<file path="src/rtl/nn_pkg.sv">
`default_nettype none
// ============================================================================
// Module      : nn_pkg
// Description : Shared fixed-point types and constants for the neural-network
//               datapath. Both the neuron and backprop blocks use it.
// Revision    : 1.0 - initial release
// ============================================================================
package nn_pkg;

    // Q8.8 signed fixed-point value.
    typedef logic signed [15:0] q8_8_t;

    localparam int    FRAC_BITS = 8;
    localparam q8_8_t Q_MAX     = 16'sh7FFF;
    localparam q8_8_t Q_MIN     = 16'sh8000;

    // Sequencer states of the multiply-accumulate engine.
    typedef enum logic [1:0] {
        IDLE   = 2'd0,
        READ   = 2'd1,
        WAIT   = 2'd2,
        RESULT = 2'd3
    } mac_state_t;

endpackage : nn_pkg
`default_nettype wire

</file>
<file path="src/rtl/fx_mul.sv">
`default_nettype none
// ============================================================================
// Module      : fx_mul
// Description : Combinational signed Q8.8 x Q8.8 -> Q8.8 multiplier. The full
//               32-bit product is truncated to bits [23:8]. This is an
//               arithmetic shift right by 8, so the result rounds toward
//               minus infinity. The integer bits above bit 23 are dropped.
// Revision    : 1.0 - initial release
// ============================================================================
module fx_mul
    import nn_pkg::*;
(
    input  q8_8_t a,
    input  q8_8_t b,
    output q8_8_t p
);

    logic signed [31:0] prod;

    // Full-precision product, then a window of the middle 16 bits.
    always_comb begin
        prod = a * b;
        p    = q8_8_t'(prod[FRAC_BITS +: 16]);
    end

    // The discarded integer and fraction bits are intentionally unused.
    logic unused_prod_bits;
    assign unused_prod_bits = &{1'b0, prod[31:FRAC_BITS+16], prod[FRAC_BITS-1:0]};

endmodule : fx_mul
`default_nettype wire

</file>
<file path="src/rtl/neuron_mac.sv">
`default_nettype none
// ============================================================================
// Module      : neuron_mac
// Description : Sequential Q8.8 multiply-accumulate for one neuron:
//               y = act(bias + sum x[k]*w[k]). It streams one term per cycle
//               from synchronous memories with one cycle of read latency. The
//               result is saturated to 16 bits and optionally passed through
//               a ReLU.
// Revision    : 1.0 - initial release
// ============================================================================
module neuron_mac
    import nn_pkg::*;
#(
    parameter int N_IN   = 8,
    parameter int ACC_W  = 24,
    parameter int ADDR_W = (N_IN > 1) ? $clog2(N_IN) : 1
) (
    input  logic              clk,
    input  logic              rst_n,
    input  logic              start,
    input  logic              relu_en,
    input  logic [15:0]       bias,
    output logic              rd_en,
    output logic [ADDR_W-1:0] rd_addr,
    input  logic [15:0]       x_data,
    input  logic [15:0]       w_data,
    output logic              busy,
    output logic              y_valid,
    output logic [15:0]       y_data,
    output logic              ovf
);

    localparam int                       EXT_W    = ACC_W - 16;
    localparam logic [ADDR_W-1:0]        LAST_IDX = ADDR_W'(N_IN - 1);
    localparam logic signed [ACC_W-1:0]  ACC_MAX  = {{EXT_W{Q_MAX[15]}}, Q_MAX};
    localparam logic signed [ACC_W-1:0]  ACC_MIN  = {{EXT_W{Q_MIN[15]}}, Q_MIN};

    mac_state_t               state;
    mac_state_t               state_nx;
    logic [ADDR_W-1:0]        cnt;
    logic [ADDR_W-1:0]        cnt_nx;
    logic                     dv;
    logic                     relu_q;
    logic signed [ACC_W-1:0]  acc;

    q8_8_t                    x_q;
    q8_8_t                    w_q;
    q8_8_t                    term;
    logic                     sat_hi;
    logic                     sat_lo;
    q8_8_t                    sat_val;
    q8_8_t                    res_val;

    assign x_q = q8_8_t'(x_data);
    assign w_q = q8_8_t'(w_data);

    fx_mul u_mul (
        .a (x_q),
        .b (w_q),
        .p (term)
    );

    // State and term-counter register.
    always_ff @(posedge clk) begin
        if (!rst_n) begin
            state <= IDLE;
            cnt   <= '0;
        end else begin
            state <= state_nx;
            cnt   <= cnt_nx;
        end
    end

    // Next-state logic. The counter walks 0..N_IN-1 during READ and parks at 0.
    always_comb begin
        state_nx = state;
        cnt_nx   = cnt;
        case (state)
            IDLE: begin
                if (start) begin
                    state_nx = READ;
                    cnt_nx   = '0;
                end
            end
            READ: begin
                if (cnt == LAST_IDX) begin
                    state_nx = WAIT;
                    cnt_nx   = '0;
                end else begin
                    cnt_nx = cnt + ADDR_W'(1);
                end
            end
            WAIT:    state_nx = RESULT;
            RESULT:  state_nx = IDLE;
            default: state_nx = IDLE;
        endcase
    end

    // Memory interface and busy are registered from the next-state values,
    // so they line up with the state they describe.
    always_ff @(posedge clk) begin
        if (!rst_n) begin
            rd_en   <= 1'b0;
            rd_addr <= '0;
            busy    <= 1'b0;
            dv      <= 1'b0;
        end else begin
            rd_en   <= (state_nx == READ);
            rd_addr <= cnt_nx;
            busy    <= (state_nx != IDLE);
            dv      <= rd_en;
        end
    end

    // Accumulator: it is seeded with the bias on start and then adds one
    // sign-extended term per data-valid cycle.
    always_ff @(posedge clk) begin
        if (!rst_n) begin
            acc    <= '0;
            relu_q <= 1'b0;
        end else if ((state == IDLE) && start) begin
            acc    <= {{EXT_W{bias[15]}}, bias};
            relu_q <= relu_en;
        end else if (dv) begin
            acc    <= acc + {{EXT_W{term[15]}}, term};
        end
    end

    // Clamp the wide accumulator to Q8.8, then apply the optional ReLU.
    always_comb begin
        sat_hi  = (acc > ACC_MAX);
        sat_lo  = (acc < ACC_MIN);
        sat_val = q8_8_t'(acc[15:0]);
        if (sat_hi) begin
            sat_val = Q_MAX;
        end else if (sat_lo) begin
            sat_val = Q_MIN;
        end
        res_val = sat_val;
        if (relu_q && sat_val[15]) begin
            res_val = '0;
        end
    end

    // Result register: it captures the value in RESULT and holds it until the
    // next RESULT.
    always_ff @(posedge clk) begin
        if (!rst_n) begin
            y_valid <= 1'b0;
            y_data  <= '0;
            ovf     <= 1'b0;
        end else if (state == RESULT) begin
            y_valid <= 1'b1;
            y_data  <= res_val;
            ovf     <= sat_hi | sat_lo;
        end else begin
            y_valid <= 1'b0;
        end
    end

endmodule : neuron_mac
`default_nettype wire

</file>
<file path="config.mk">
export PLATFORM = sky130hd
export DESIGN_NAME = neuron_mac
export DESIGN_NICKNAME = d
export VERILOG_FILES = /design/src/rtl/nn_pkg.sv /design/src/rtl/fx_mul.sv /design/src/rtl/neuron_mac.sv
export SDC_FILE = /design/constraint.sdc
export NUM_CORES = 1
export LEC_CHECK = 0
export CAP_MARGIN = 30
export CORE_ASPECT_RATIO = 1.25
export CORE_MARGIN = 2
export CORE_UTILIZATION = 36
export DETAILED_ROUTE_END_ITERATION = 6
export HOLD_SLACK_MARGIN = 0.15
export PLACE_DENSITY_LB_ADDON = 0.25
export SLEW_MARGIN = 20
export SYNTH_ARGS = -nofsm -noshare
export SYNTH_HDL_FRONTEND = slang
export SYNTH_HIERARCHICAL = 1
export SYNTH_SLANG_ARGS = --single-unit
export TNS_END_PERCENT = 30
</file>
<file path="constraint.sdc">
create_clock -name clk -period 11.6 [get_ports clk]
set_clock_uncertainty 0.15 [all_clocks]
set_input_delay 3.48 -clock clk [delete_from_list [all_inputs] [get_ports clk]]
set_output_delay 3.48 -clock clk [all_outputs]
set_load 0.1 [all_outputs]
</file>
# After elaboration in Yosys (flattened, before gate mapping)
# Index checks and enable logic that the tools add are counted.
[classes] addsub=2 mul=1 magnitude_cmp=2 eq_ne=6 n_mux=12 bitwise=1 n_reduce_logical=7
[op_table] cell="16-bit 2-to-1 mux" count=3
[op_table] cell="24-bit 2-to-1 mux" count=2
[op_table] cell="24-bit adder" count=1
[op_table] cell="24-bit by 16-bit greater-than comparator with 1-bit output (second input constant)" count=1
[op_table] cell="24-bit by 16-bit < comparator with 1-bit output (second input constant)" count=1
[op_table] cell="16-bit by 16-bit multiplier with 24-bit output" count=1
[op_table] cell="2-bit one-hot mux with 4 select lines" count=1
[op_table] cell="3-bit 2-to-1 mux" count=2
[op_table] cell="3-bit one-hot mux with 2 select lines" count=1
[op_table] cell="2-bit nonzero test" count=3
[op_table] cell="2-bit by 1-bit == test with 1-bit output (second input constant)" count=2
[op_table] cell="2-bit == test (second input constant)" count=2
[op_table] cell="2-bit 2-to-1 mux" count=2
[op_table] cell="3-bit by 1-bit adder with 3-bit output (second input constant)" count=1
[op_table] cell="3-bit == test (second input constant)" count=1
[op_table] cell="1-bit logical AND" count=2
[op_table] cell="2-bit logical NOT" count=1
[op_table] cell="2-bit inequality test (second input constant)" count=1
[op_table] cell="2-bit AND reduction" count=1
[op_table] cell="1-bit 2-to-1 mux" count=1
[op_table] cell="1-bit OR" count=1
[totals] reg_bits=51 in_bits=52 out_inout_bits=23

# Depth between registers and ports, before layout
[logic_depth] ltp_word=5 ltp_mapped=31 depth_no_buf=29

# Hierarchy
# The synthesis kept the hierarchy.
[by_module_without_submodules] mod="fx_mul" n_inst=1 cells_each=842 area_per_inst_um2=7412.1 seq_area_each_um2=0.0
[by_module_without_submodules] mod="neuron_mac" n_inst=1 cells_each=399 area_per_inst_um2=3151.8 seq_area_each_um2=1021.0

# Worst setup path after synthesis
# No wires, ideal clock.
[synth_timing] path_kind="input to register" from="input port w_data[8]" to="register acc[23]" arrival_time_ns=10.562 required_ns=11.313 slack_ns=0.751 stages=27 n_path_buf=2 cell_sequence="clkbuf_1 > clkbuf_1 > nand2_1 > fa_1 > inv_1 > fa_1 > fa_1 > fa_1 > fa_1 > inv_1 > fa_1 > inv_1 > ha_1 > and3_1 > and2_1 > o21ai_0 > a211oi_1 > o31ai_1 > xnor2_1 > ha_1 > a21oi_1 > o21ai_0 > a2111oi_0 > o2bb2ai_1 > a31oi_1 > a211o_1 > o211ai_1"
[synth_via] elab_chain_cells=4
[synth_rtl] item="start: declaration" line_no="neuron_mac.sv:26" source="input logic [15:0] w_data,"
[synth_rtl] item="16-bit by 16-bit multiplier with 24-bit output" line_no="fx_mul.sv:22" source="prod = a * b;"
[synth_rtl] item="net term[15]" line_no="neuron_mac.sv:48" source="q8_8_t term;"
[synth_rtl] item="24-bit adder" line_no="neuron_mac.sv:125" source="acc <= acc + {{EXT_W{term[15]}}, term};"
[synth_rtl] item="24-bit 2-to-1 mux" line_no="neuron_mac.sv:124" source="end else if (dv) begin"
[synth_rtl] item="24-bit 2-to-1 mux" line_no="neuron_mac.sv:121" source="end else if ((state == IDLE) && start) begin"
[synth_rtl] item="end signal: assignment" line_no="neuron_mac.sv:122" source="acc <= {{EXT_W{bias[15]}}, bias};"
[synth_rtl] item="end signal: assignment" line_no="neuron_mac.sv:125"
[synth_rtl] item="end: declaration" line_no="neuron_mac.sv:44" source="logic signed [ACC_W-1:0] acc;"
# The timed path passes the listed nets, and every way through them passes these cells. The select of a mux whose other input is x is not followed.
# A chain may end at the register's enable or synchronous reset.

# Final worst setup path
[layout_timing] from="input port w_data[3]" to="register acc[23]"
# Same word-level chain as after synthesis.

==> results.json <==
{
  "status": "completed",
  "overflow": 0,
  "synthCells": 1241,
  "drt_iter0_drc": 381,
  "final_util": 0.428,
  "track_usage": 0.181,
  "synth_most_common_cell": "inv_1",
  "yosysTopAreaCell": "fa_1",
  "synth_edf_count": 0,
  "drc": 0,
  "route.vias.total": 8338,
  "finalCriticalPeriod_ns": 11.13,
  "firstDrtPassIters": 4,
  "drive_gt1_frac": 0.0720,
  "ys_warn_count": 6,
  "hpwlAfterDp_mm": 22.7,
  "finalHoldViolations": 0,
  "tightest_slew_ns": 0.994,
  "drv_cap": 0,
  "setup_tns_ns": 0,
  "place_area_mm2": 0.0122,
  "wl_met3_um": 820,
  "vias_per_cell": 4.78,
  "top_layer": "met4",
  "gp_congestion": 0.870,
  "ys_async_sr_fraction": 0,
  "synth-adder-area-share": 0.467,
  "synth_flop_cell": "dfxtp_1",
  "nets": 1680,
  "period_share": 0.959,
  "cpMostUsedCell": "fa_1",
  "grt_pass1_wl_mm": 44.5,
  "cts_resized": 0,
  "die_h_um": 196,
  "die_area_mm2": 0.0307,
  "rows": 70,
  "slowest_stage": "clkdlybuf4s50_1",
  "relSlewSlack": 0.335,
  "cp-end-kind": "register",
  "crit_type": "in -> reg",
  "cts_max_path_buffers": 2,
  "synth_xor_area_frac": 0.0444,
  "drv_slew": 0,
  "ys_top_cells_by_area": "fa_1 35%, ha_1 11%, dfxtp_1 9.7%, inv_1 8.8%, and2_1 5.9%",
  "multi_input_area_mm2": 0.00842,
  "initial_utilization": 0.363,
  "fmax_mhz": 89.9,
  "grt_max_degree": 32,
  "die_x_um": 157,
  "netlist_area_mm2": 0.0106,
  "grt_pass1_vias": 8828,
  "yosysSeqAreaShare": 0.0966,
  "crit_required_ns": 11.61,
  "cts_tree": "yes",
  "synth_area_per_cell_um2": 8.51,
  "critical_path.max_stage_delay_ns": 0.67,
  "cts_max_level": 2,
  "setup_viol": 0,
  "stdcell_area_mm2": 0.0124,
  "arrival_ns": 11.13,
  "antenna_found_initial": 0,
  "fillers": 2971,
  "areaGrowthSynthToFinish_pct": 17.8,
  "synth_top_area_share": 0.354,
  "wl_met2_mm": 13.1,
  "min_path_type": "reg -> reg",
  "insertion_delay_ns": 0.29,
  "numCtsBuffers": 5,
  "avgRoutedWirePerCell_um": 15.2,
  "synth_compound_area_frac": 0.114,
  "synth_common_cells": "248 x inv_1, 187 x fa_1, 165 x nand2_1",
  "critPathLaunchType": "input pin",
  "io_pins": 75,
  "seqCellArea_mm2": 0.00102,
  "synth_seq_cells": 51,
  "coreArea_mm2": 0.0291,
  "synth_mux_area_frac": 0.00758,
  "clkSlewWorstSetupHoldPaths_ns": 0.06,
  "synth_nets": 1575,
  "synth_simple_gate_area_frac": 0.162,
  "cts_setup_buffers": 0,
  "dp.cells": 1732,
  "ctsHoldBuffers": 0,
  "rsz0062_at_grt": "no",
  "drt-total-wl_mm": 26.6,
  "portBuffers": 74,
  "synth_top_family_by_area": "adder cells",
  "met1_length_mm": 12.1,
  "antenna_left": 0,
  "worst-path-max-fanout": 7,
  "root_buffer": "clkbuf_16",
  "instances_no_fill": 1743,
  "antenna_cells": 0,
  "cts.sinks": 51,
  "ys_types": 58
}
area by class of cell:
| cell class | instances | area share |
|---|---|---|
| clock buffers | 6 | 0.0112 |
| clock inverters | 2 | 0.00281 |
| inverters | 249 | 0.0751 |
| multi-input cells | 887 | 0.676 |
| flip-flops and latches | 51 | 0.0820 |
| well taps | 396 | 0.0398 |
| repair buffers | 152 | 0.113 |
state kept, by name (all words and copies together), names as in the netlist, 2 cells and up:
signal and cells:
rd_addr 3, acc 24, state 2, y_data 16
metal layers:
metal,global-route usage,vias up
met5,0,-
met4,0.0471,0
met3,0.0102,23
met2,0.318,178
met1,0.241,4080
li1,-,4057
critical path, delay by kind of cell:
family | cells | cell delay (ns)
compound gates | 12 | 2.30
buf+inv | 5 | 1.04
fa+ha+maj | 8 | 3.72
simple gates | 2 | 0.58
metrics by stage:
stage / hold WS [ns] / setup slack (ns)
final: 0.300 / 0.472
after global routing: 0.327 / 0.00229
after CTS: 0.304 / 0.300
after detailed placement: 0.295 / 0.0278
after global placement: 0.290 / 0.0644
after floorplan: 0.301 / 0.751
path summary, 6_finish.rpt:
| check | slack (ns) | cells after the start | to | start |
|---|---|---|---|---|
| min | 0.30 | 2 | y_data[7] | y_data[7] |
| max | 0.47 | 27 | acc[23] | w_data[3] |
| min reg2reg | 0.30 | 2 | y_data[7] | y_data[7] |
| max reg2reg | 8.95 | 12 | acc[16] | acc[0] |
placed cells by master, fill, tap and decap left out, types with 5 or more instances in the layout:
master	count
nand4_1	5
nor3_1	9
nand3_1	6
a21oi_1	63
nor2_1	36
fa_1	187
buf_12	5
inv_1	248
clkbuf_16	5
o21a_1	7
clkdlybuf4s50_1	73
a21o_1	20
a211oi_1	8
a31oi_1	9
o211ai_1	7
buf_4	70
ha_1	95
mux2i_1	8
and2_1	100
xnor2_1	38
nand2_1	165
and3_1	7
o21ai_0	43
nand2b_1	6
dfxtp_1	51
xor2_1	13
cells by family after synthesis:
logic type	count (synthesis)
AO/OA/AOI/OAI	190
XOR/XNOR	52
adder cells (fa/ha/maj)	282
buffers and inverters	303
flip-flops	51
multiplexers	8
AND/OR/NAND/NOR	355
Power is left out: the tool's default activity adds up to more than one toggle a clock period on the data nets, which glitch-free logic cannot reach.
